File: config.mk
export PLATFORM = sky130hd
export DESIGN_NAME = tdc_sample_ctrl
export DESIGN_NICKNAME = d
export VERILOG_FILES = /design/src/rtl/tdc_pkg.sv /design/src/rtl/tdc_down_counter.sv /design/src/rtl/tdc_sample_ctrl.sv
export SDC_FILE = /design/constraint.sdc
export NUM_CORES = 1
export LEC_CHECK = 0
export CORE_UTILIZATION = 56
export CTS_CLUSTER_DIAMETER = 120
export DETAILED_ROUTE_END_ITERATION = 12
export GPL_TIMING_DRIVEN = 0
export PLACE_DENSITY = 0.85
export SLEW_MARGIN = 30
export SYNTH_ARGS = -nofsm -noshare
export SYNTH_HDL_FRONTEND = slang
export SYNTH_HIERARCHICAL = 1
export SYNTH_SLANG_ARGS = --single-unit
File: constraint.sdc
create_clock -name clk_capt -period 3.7 [get_ports clk_capt]
set_clock_uncertainty 0.2 [all_clocks]
set_input_delay 0.37 -clock clk_capt [delete_from_list [all_inputs] [get_ports clk_capt]]
set_output_delay 0.37 -clock clk_capt [all_outputs]
set_load 0.01 [all_outputs]
File: src/rtl/tdc_pkg.sv
// Shared types and default widths for the TDC sample controller.
package tdc_pkg;

  localparam int TDC_DEF_CNT_WIDTH  = 16;
  localparam int TDC_DEF_CODE_WIDTH = 8;

  typedef enum logic [2:0] {
    ST_IDLE  = 3'd0,
    ST_ISSUE = 3'd1,
    ST_GAP   = 3'd2,
    ST_DRAIN = 3'd3,
    ST_DONE  = 3'd4
  } tdc_ctrl_state_t;

  // States in which a run is in flight and returned results are counted.
  function automatic logic is_run_state(input tdc_ctrl_state_t s);
    return (s == ST_ISSUE) || (s == ST_GAP) || (s == ST_DRAIN);
  endfunction

endpackage

File: src/rtl/tdc_down_counter.sv
// Loadable down counter that stops at zero; used for GAP spacing and DRAIN timeout.
module tdc_down_counter #(
  parameter int C_WIDTH = 16
) (
  input  logic               clk_capt,
  input  logic               reset,
  input  logic               load,
  input  logic [C_WIDTH-1:0] load_value,
  input  logic               dec,
  output logic               zero
);

  logic [C_WIDTH-1:0] count_reg;

  always_ff @(posedge clk_capt or posedge reset) begin
    if (reset) begin
      count_reg <= '0;
    end else if (load) begin
      count_reg <= load_value;
    end else if (dec && (count_reg != '0)) begin
      count_reg <= count_reg - 1'b1;
    end
  end

  assign zero = (count_reg == '0);

endmodule

File: src/rtl/tdc_sample_ctrl.sv
// Run controller: issues a configured number of pulse commands on an AV-ST
// source, spaced by an idle interval, then waits for the matching TDC results.
module tdc_sample_ctrl
  import tdc_pkg::*;
#(
  parameter int C_CNT_WIDTH  = TDC_DEF_CNT_WIDTH,
  parameter int C_CODE_WIDTH = TDC_DEF_CODE_WIDTH
) (
  input  logic                    clk_capt,
  input  logic                    reset,
  input  logic                    start,
  input  logic                    abort,
  input  logic [C_CNT_WIDTH-1:0]  cfg_num_samples,
  input  logic [C_CNT_WIDTH-1:0]  cfg_interval,
  input  logic [C_CNT_WIDTH-1:0]  cfg_timeout,
  input  logic [C_CODE_WIDTH-1:0] cfg_pulse_code,
  output logic [C_CODE_WIDTH-1:0] M_AVST_DATA,
  output logic                    M_AVST_VALID,
  input  logic                    M_AVST_READY,
  input  logic                    result_valid,
  output logic                    busy,
  output logic                    done,
  output logic                    timeout_err,
  output logic [C_CNT_WIDTH-1:0]  issued_count,
  output logic [C_CNT_WIDTH-1:0]  result_count
);

  // Reset asserts immediately but releases only after two clk_capt edges.
  logic [1:0] rst_sync_reg;
  logic       rst_int;

  always_ff @(posedge clk_capt or posedge reset) begin
    if (reset) begin
      rst_sync_reg <= 2'b11;
    end else begin
      rst_sync_reg <= {rst_sync_reg[0], 1'b0};
    end
  end

  assign rst_int = rst_sync_reg[1];

  tdc_ctrl_state_t         state_reg;
  logic [C_CNT_WIDTH-1:0]  num_reg;
  logic [C_CNT_WIDTH-1:0]  interval_reg;
  logic [C_CNT_WIDTH-1:0]  timeout_reg;
  logic [C_CODE_WIDTH-1:0] data_reg;
  logic                    valid_reg;
  logic                    busy_reg;
  logic                    done_reg;
  logic                    timeout_err_reg;
  logic [C_CNT_WIDTH-1:0]  issued_reg;
  logic [C_CNT_WIDTH-1:0]  result_reg;

  logic                    run_abort;
  logic                    handshake;
  logic [C_CNT_WIDTH-1:0]  issued_inc;
  logic                    last_pulse;
  logic                    result_hit;
  logic [C_CNT_WIDTH-1:0]  result_next;
  logic                    results_complete;
  logic                    gap_load;
  logic                    drain_load;
  logic                    gap_zero;
  logic                    drain_zero;

  assign run_abort        = abort && (state_reg != ST_IDLE);
  assign handshake        = (state_reg == ST_ISSUE) && valid_reg && M_AVST_READY;
  assign issued_inc       = issued_reg + 1'b1;
  assign last_pulse       = (issued_inc == num_reg);
  // Result count saturates at the requested sample count.
  assign result_hit       = result_valid && is_run_state(state_reg) && (result_reg != num_reg);
  assign result_next      = result_hit ? (result_reg + 1'b1) : result_reg;
  assign results_complete = (result_next == num_reg);
  assign gap_load         = !run_abort && handshake && !last_pulse && (interval_reg != '0);
  assign drain_load       = !run_abort && handshake && last_pulse;

  // Loaded with N-1 so the zero flag marks the Nth cycle of the wait.
  tdc_down_counter #(.C_WIDTH(C_CNT_WIDTH)) u_gap_cnt (
    .clk_capt   (clk_capt),
    .reset      (rst_int),
    .load       (gap_load),
    .load_value (interval_reg - 1'b1),
    .dec        (state_reg == ST_GAP),
    .zero       (gap_zero)
  );

  tdc_down_counter #(.C_WIDTH(C_CNT_WIDTH)) u_drain_cnt (
    .clk_capt   (clk_capt),
    .reset      (rst_int),
    .load       (drain_load),
    .load_value (timeout_reg - 1'b1),
    .dec        (state_reg == ST_DRAIN),
    .zero       (drain_zero)
  );

  always_ff @(posedge clk_capt or posedge rst_int) begin
    if (rst_int) begin
      state_reg       <= ST_IDLE;
      num_reg         <= '0;
      interval_reg    <= '0;
      timeout_reg     <= '0;
      data_reg        <= '0;
      valid_reg       <= 1'b0;
      busy_reg        <= 1'b0;
      done_reg        <= 1'b0;
      timeout_err_reg <= 1'b0;
      issued_reg      <= '0;
      result_reg      <= '0;
    end else if (run_abort) begin
      state_reg <= ST_IDLE;
      valid_reg <= 1'b0;
      busy_reg  <= 1'b0;
      done_reg  <= 1'b0;
    end else begin
      case (state_reg)
        ST_IDLE: begin
          if (start) begin
            num_reg         <= cfg_num_samples;
            interval_reg    <= cfg_interval;
            timeout_reg     <= cfg_timeout;
            data_reg        <= cfg_pulse_code;
            issued_reg      <= '0;
            result_reg      <= '0;
            timeout_err_reg <= 1'b0;
            if (cfg_num_samples == '0) begin
              state_reg <= ST_DONE;
              done_reg  <= 1'b1;
            end else begin
              state_reg <= ST_ISSUE;
              valid_reg <= 1'b1;
              busy_reg  <= 1'b1;
            end
          end
        end

        ST_ISSUE: begin
          result_reg <= result_next;
          if (handshake) begin
            issued_reg <= issued_inc;
            if (last_pulse) begin
              state_reg <= ST_DRAIN;
              valid_reg <= 1'b0;
            end else if (interval_reg != '0) begin
              state_reg <= ST_GAP;
              valid_reg <= 1'b0;
            end
          end
        end

        ST_GAP: begin
          result_reg <= result_next;
          if (gap_zero) begin
            state_reg <= ST_ISSUE;
            valid_reg <= 1'b1;
          end
        end

        ST_DRAIN: begin
          result_reg <= result_next;
          if (results_complete) begin
            state_reg <= ST_DONE;
            busy_reg  <= 1'b0;
            done_reg  <= 1'b1;
          end else if ((timeout_reg != '0) && drain_zero) begin
            state_reg       <= ST_DONE;
            busy_reg        <= 1'b0;
            done_reg        <= 1'b1;
            timeout_err_reg <= 1'b1;
          end
        end

        ST_DONE: begin
          state_reg <= ST_IDLE;
          done_reg  <= 1'b0;
        end

        default: begin
          state_reg <= ST_IDLE;
          valid_reg <= 1'b0;
          busy_reg  <= 1'b0;
          done_reg  <= 1'b0;
        end
      endcase
    end
  end

  assign M_AVST_DATA  = data_reg;
  assign M_AVST_VALID = valid_reg;
  assign busy         = busy_reg;
  assign done         = done_reg;
  assign timeout_err  = timeout_err_reg;
  assign issued_count = issued_reg;
  assign result_count = result_reg;

endmodule

==> flow_metrics.py, run 1 <==
metrics = {
    "finish": {
        "final_net_count": 1058,
        "fin_cells": 1183,
        "layout-drive-gt1-share_pct": 15.2,
        "fin_util_pct": 72.4,
        "syn_to_final_growth_pct": 24.9,
        "antennaDiodeCount": 0,
    },
    "sta": {
        "period_needed_ns": 3.48,
        "rsz0062_at_grt": "false",
        "relSlewSlack_pct": 36.8,
        "slew_violations": 0,
        "tightestPinTransition_ns": 0.944,
        "max_freq_mhz": 287,
        "finalSetupViolCount": 0,
        "worst_slack_ns": 0.221,
        "hold_viol": 0,
        "fin_crit_sh_pct": 94.0,
    },
    "yosys": {
        "syn_area_per_cell_um2": 9.42,
        "synth-edff-count": 0,
        "ys_ff_latch": 129,
        "synth_fp_nets": 928,
        "seq_area_frac_synth_pct": 39.9,
        "synth_top_cells_by_area": "dfrtp_1, mux2_2, xor2_1",
        "synth_top_area_cell": "dfrtp_1",
        "yosysWarnings": 6,
        "synthArstFlopShare_pct": 100,
        "synth_top_area_share_pct": 39.2,
        "syn_inst": 860,
        "synthDistinctLibCells": 81,
        "synth_ff_type": "dfrtp_1",
        "netlist_area_um2": 8100,
    },
    "route": {
        "first_pass_iters": 5,
        "drc_errors": 0,
        "postRouteAntennaNets": 0,
        "dr_total_vias": 7356,
        "routed_wl_um": 21500,
        "routed_via_density": 6.22,
        "drt_iter0_drc": 615,
        "wire_per_inst_um": 18.2,
    },
    "global_route": {
        "overflow": 0,
        "antenna_found_initial": 0,
        "grt_pass1_vias": 7000,
        "grt_max_degree": 67,
        "grt_pass1_wl_um": 34000,
        "track_usage_pct": 29.5,
    },
    "place": {
        "place_ws_ns": -0.109,
        "dp_hpwl_um": 15400,
        "gp_congestion": 0.926,
        "dp_cells": 1145,
        "io_buffers": 104,
    },
    "cts": {
        "hold_buffers": 0,
        "root_buffer": "clkbuf_16",
        "cts_buffers": 17,
        "cts_max_level": 4,
        "clk_latency_ns": 0.42,
        "clk_pin_slew_ns": 0.06,
        "cts_tree": "yes",
        "cts.sinks": 129,
        "clk_path_buf_depth": 2,
    },
    "floorplan": {
        "fp-row-count": 43,
        "start_util_pct": 57.9,
        "core_region_area_um2": 14000,
        "num_io_pins": 106,
        "die_w_um": 122,
        "die_area_um2": 15000,
        "die_h_um": 122,
    },
    "run": {
        "cap_violations": 0,
    },
    "status": {
        "status": "finished clean",
    },
    "worst_setup_path": {
        "start_kind": "flop",
        "endpoint_kind": "flop",
        "cp.required_ns": 3.79,
        "critical_path_class": "reg -> reg",
        "arrival_ns": 3.57,
        "cp_max_fo": 10,
    },
    "power_and_ir_drop": {
        "vdd_drop_max_uv": 441,
        "power_density_nw_per_um2": 657,
        "leakagePower_nw": 3.97,
    },
    "worst_hold_path": {
        "holdCritPathClass": "reg -> async",
    },
}
layout make-up:
class | count | area (um^2)
Buffer | 39 | 174
Clock buffer | 18 | 429
Clock inverter | 14 | 214
Fill cell | 1016 | 3870
Inverter | 27 | 106
Multi-Input combinational cell | 665 | 4630
Sequential cell | 129 | 3230
Tap cell | 180 | 225
Timing Repair Buffer | 111 | 1110
cell usage after synthesis (all sizes together), types with 12 or more instances:
library cell,n
nor3,29
clkbuf,26
inv,27
nand2,82
nor4,21
buf,13
dfrtp,127
a21oi,30
o31ai,12
xnor2,36
or4,16
nor2,81
o21ai,53
a31oi,15
nand3,28
mux2,54
xor2,51
nand4,22
power breakdown:
part | total [W] | leakage (nW) | switching (W) | internal [W]
registers | 0.00243 | 1.55 | 0.000558 | 0.00187
logic | 0.00239 | 2.12 | 0.00122 | 0.00117
clock network | 0.00184 | 0.306 | 0.000642 | 0.00119
final timing paths:
check                                start  slack [ns]                 endpoint  cells after the start
max in group asynchronous  rst_sync_reg[1]        2.65   u_gap_cnt/count_reg[9]                      1
setup reg to reg           issued_count[0]        0.22  u_gap_cnt/count_reg[14]                     13
hold / removal             rst_sync_reg[1]        0.04          interval_reg[8]                      1
setup / recovery           issued_count[0]        0.22  u_gap_cnt/count_reg[14]                     13
hold reg to reg            rst_sync_reg[1]        0.04          interval_reg[8]                      1
min in group clk_capt      rst_sync_reg[0]        0.16          rst_sync_reg[1]                      0
per-stage QoR:
stage	cell area (um^2)	setup TNS (ns)	hold slack (ns)	power [W]
after floorplan	8100	0	0.0751	0.00402
after global placement	9370	-38.49	0.146	0.00465
after detailed placement	9400	-0.540	0.0585	0.00477
after CTS	10100	0	0.0583	0.00665
after global routing	10100	0	0.0748	0.00700
final	10100	0	0.0438	0.00665
critical path: stages, from the launching register on:
cell and delay (ns):
dfrtp_1 0.53, ha_1 0.36, nand4_1 0.13, buf_4 0.19, nor4_4 0.21, o31ai_1 0.15
a211oi_1 0.25, o2111ai_1 0.30, nand2b_1 0.19, nor2_1 0.08, clkbuf_1 0.26, clkbuf_2 0.27
nand2_1 0.12, o21ai_0 0.10
cell usage in the layout, fill, tap and decap left out, types with 6 or more instances in the layout:
cell type / count
nand2_1: 82
clkbuf_1: 23
nor4_1: 11
inv_1: 25
or4_1: 12
nand4_1: 21
mux2_2: 54
a2bb2oi_1: 6
or3_1: 9
buf_2: 12
dfrtp_1: 127
o31ai_1: 11
nor3b_1: 7
a211oi_1: 9
xnor2_1: 36
a21oi_1: 29
clkbuf_16: 17
nand2b_1: 9
and4_1: 7
xor2_1: 47
ha_1: 6
nor2_1: 80
o21ai_0: 49
clkdlybuf4s50_1: 104
buf_4: 6
nor3_1: 25
nand3_1: 27
a31oi_1: 14
metal layers:
| layer | vias up | wire (um) | GRT usage, % |
|---|---|---|---|
| li1 | 3409 | - | - |
| met1 | 3532 | 8790 | 36.8 |
| met2 | 358 | 10600 | 48.8 |
| met3 | 57 | 1470 | 6.78 |
| met4 | 0 | 707 | 13.4 |
| met5 | - | 0 | 0 |
kinds of logic after synthesis:
logic type	count (synthesis)	share of synthesized area [%]
xor gates and xnor gates	87	9.78
and+or+nand+nor	344	23.8
DFF	129	39.9
other	1	0.0463
AOI/OAI and AO/OA	168	14.1
buffers and inverters	66	3.35
adders and majority gates	6	0.927
muxes	59	8.12
what timing repair did:
action / CTS / global route
resized for setup: 3 / 7
gates cloned: 0 / 0
buffers inserted: 0 / 6
setup endpoints to repair: 16 / 32
pin swaps: 0 / 2
Note: power is estimated with default switching activity, not from simulation.
==> run 2: changes to the inputs <==
SYNTH_HIERARCHICAL = not set   (was 1)
==> run 2 against run 1 <==
Against the previous run:
- the flow now finishes with violations (negative setup slack)
- highest routed layer unchanged
- register-to-register slack got worse by 0.86 ns
- critical path type unchanged
- sequential power increased by 8.6%
- largest power group is now combinational cells
- routed wire length is 8.3% higher
==> flow_metrics.py, run 2 <==
metrics = {
    "status": {
        "violations": "negative setup slack",
        "status": "complete, but fails checks",
    },
    "sta": {
        "finalSetupViolCount": 9,
        "period_needed_ns": 4.34,
        "max_freq_mhz": 231,
        "slew_violations": 0,
        "rsz0062_at_grt": "true",
        "fin_crit_sh_pct": 117,
        "hold_viol": 0,
        "hold_slack_ns": 0.0873,
        "worst_slack_ns": -0.637,
        "tightestPinTransition_ns": 1.06,
        "relSlewSlack_pct": 28.8,
    },
    "global_route": {
        "grt_max_degree": 31,
        "antenna_found_initial": 0,
        "overflow": 0,
        "track_usage_pct": 32.8,
        "grt_pass1_wl_um": 36700,
        "grt_pass1_vias": 7331,
    },
    "yosys": {
        "synth_fp_nets": 884,
        "syn_inst": 818,
        "synthDistinctLibCells": 74,
        "ys_ff_latch": 129,
        "yosysWarnings": 0,
        "synth_most_common_cell": "dfrtp_1",
        "synth_commonest_cells": "dfrtp_1, nand2_1, nor2_1, xnor2_1, mux2_2",
        "syn_area_per_cell_um2": 9.48,
        "synth_top_area_share_pct": 41.0,
        "netlist_area_um2": 7760,
        "seq_area_frac_synth_pct": 41.6,
        "synth_top_cells_by_area": "dfrtp_1, mux2_2, xnor2_1",
        "synth_top_area_cell": "dfrtp_1",
        "synth_ff_type": "dfrtp_1",
        "synth-edff-count": 0,
        "synthArstFlopShare_pct": 100,
    },
    "worst_hold_path": {
        "holdCritPathClass": "reg -> async",
    },
    "cts": {
        "cts_max_level": 4,
        "root_buffer": "clkbuf_16",
        "clk_latency_ns": 0.43,
        "cts.sinks": 129,
        "clk_pin_slew_ns": 0.06,
        "cts_tree": "yes",
        "clk_path_buf_depth": 2,
        "cts_buffers": 17,
        "hold_buffers": 0,
    },
    "power_and_ir_drop": {
        "leakagePower_nw": 4.11,
        "power_density_nw_per_um2": 676,
        "vdd_drop_max_uv": 489,
    },
    "worst_setup_path": {
        "cp_common_cell": "or3_4",
        "cp.required_ns": 3.80,
        "cp-endpoint": "u_gap_cnt.count_reg[8]",
        "r2r_slack_ns": -0.64,
        "critical_path_class": "reg -> reg",
        "worst_path_largest_cell_delay_ns": 0.57,
        "arrival_ns": 4.44,
        "path_cells": "or3_4 -> nor3_4 -> nand3b_1 -> or4_4 -> or3_4 -> nor2_1 -> or3_4 -> mux2i_2 -> ha_2 -> buf_4 -> nand2_4 -> or4_4 -> nor4_4 -> xnor2_1 -> a21oi_1",
        "cp_slowest_cell": "or4_4",
        "cp_max_fo": 4,
        "r2r_end": "u_gap_cnt.count_reg[8]",
        "start_kind": "flop",
        "rr_worst_depth": 15,
        "r2r_start": "interval_reg[2]",
        "crit_path_start": "interval_reg[2]",
        "endpoint_kind": "flop",
    },
    "floorplan": {
        "die_h_um": 120,
        "num_io_pins": 106,
        "die_area_um2": 14300,
        "die_w_um": 120,
        "core_region_area_um2": 13400,
        "start_util_pct": 57.9,
        "fp-row-count": 42,
    },
    "finish": {
        "multi_input_area_um2": 4660,
        "stdcell_area_um2": 10500,
        "seqCellArea_um2": 3240,
        "fin_util_pct": 78.6,
        "final_net_count": 1060,
        "syn_to_final_growth_pct": 35.7,
        "final_common_cell": "dfrtp_1",
        "antennaDiodeCount": 0,
        "fillers": 779,
        "most-common-layout-cells": "dfrtp_1, clkdlybuf4s50_1, nand2_1",
        "layout-drive-gt1-share_pct": 24.0,
    },
    "place": {
        "place_ws_ns": -0.874,
        "io_buffers": 105,
        "dp_hpwl_um": 14000,
        "gp_congestion": 0.942,
        "placed_area_um2": 9240,
    },
    "route": {
        "drc_errors": 0,
        "routed_via_density": 6.33,
        "wire_per_inst_um": 19.7,
        "drt_iter0_drc": 911,
        "postRouteAntennaNets": 0,
        "first_pass_iters": 5,
        "dr_total_vias": 7494,
        "routed_wl_um": 23300,
    },
    "run": {
        "cap_violations": 0,
    },
}
## run 2: cell types whose count changed after synthesis, sizes merged, moves of 8 or more
cell	change
and2	+8
inv	-16
mux2i	+14
a21oi	+15
and3	+9
xor2	-13
xnor2	+18
or4	-8
nor2	-15
nand2	-14
a31oi	-8
nor3	-9
## run 2: power breakdown
part	internal, W	switching, W
Sequential	0.00191	0.000735
Clock	0.00113	0.000635
Combinational	0.00136	0.00136
## run 2: how the worst min path moves through the flow
stage	from	slack (ns)	end	cells past startpoint
final	rst_sync_reg[1]	0.09	issued_count[14]	1
after floorplan	reset	0.08	rst_sync_reg[0]	1
after global routing	reset	0.09	rst_sync_reg[0]	2
after CTS	reset	0.06	rst_sync_reg[1]	2
after detailed placement	rst_sync_reg[1]	0.11	issued_count[14]	1
after global placement	rst_sync_reg[0]	0.15	rst_sync_reg[1]	0
## run 2: area by class of cell
type	instances	area share [%]
clock buffers	23	4.63
plain buffers	33	1.45
repair buffers	169	15.2
multi-input cells	633	44.2
flip-flops and latches	129	30.8
clock inverters	9	1.22
inverters	11	0.428
well taps	176	2.09
## run 2: per-stage QoR
step | instances | total power [W] | setup TNS, ns
6_report | 1183 | 0.00712 | -3.60
5_1_grt | 1183 | 0.00745 | -5.95
4_1_cts | 1170 | 0.00693 | -2.64
3_5_place_dp | 1103 | 0.00495 | -9.75
3_3_place_gp | 1099 | 0.00484 | -9.01
2_1_floorplan | 818 | 0.00417 | -2.55
## run 2: routing by layer
layer	up-vias	GRT usage, %	wire length [um]
met5	-	0	0
met4	0	16.4	901
met3	97	7.79	1880
met2	422	52.7	11100
met1	3657	41.6	9430
li1	3318	-	-
## run 2: cells by family (layout without fill, tap and decap cells)
| family | after synthesis | after routing | share of synthesized area [%] |
|---|---|---|---|
| buffers and inverters | 56 | 245 | 3.13 |
| xor gates and xnor gates | 92 | 92 | 10.6 |
| AOI/OAI and AO/OA | 173 | 173 | 14.2 |
| other | 1 | 1 | 0.0483 |
| and+or+nand+nor | 290 | 290 | 19.5 |
| DFF | 129 | 129 | 41.6 |
| adders and majority gates | 4 | 4 | 0.645 |
| muxes | 73 | 73 | 10.3 |
## run 2: worst max-delay path: cells and delay by family, from the launching register on
| family | cells | cell delay [ns] |
|---|---|---|
| muxes | 1 | 0.23 |
| DFF | 1 | 0.40 |
| adders and majority gates | 1 | 0.22 |
| xor gates and xnor gates | 1 | 0.15 |
| AOI/OAI and AO/OA | 1 | 0.09 |
| buffers and inverters | 1 | 0.13 |
| and+or+nand+nor | 10 | 2.77 |
## run 2: what timing repair did
| item | CTS | global route |
|---|---|---|
| hold endpoints to repair | 0 | 0 |
| setup buffers | 40 | 22 |
| setup endpoints to repair | 15 | 19 |
| resized for setup | 57 | 26 |
| pin swaps | 23 | 32 |
| cloned | 0 | 0 |
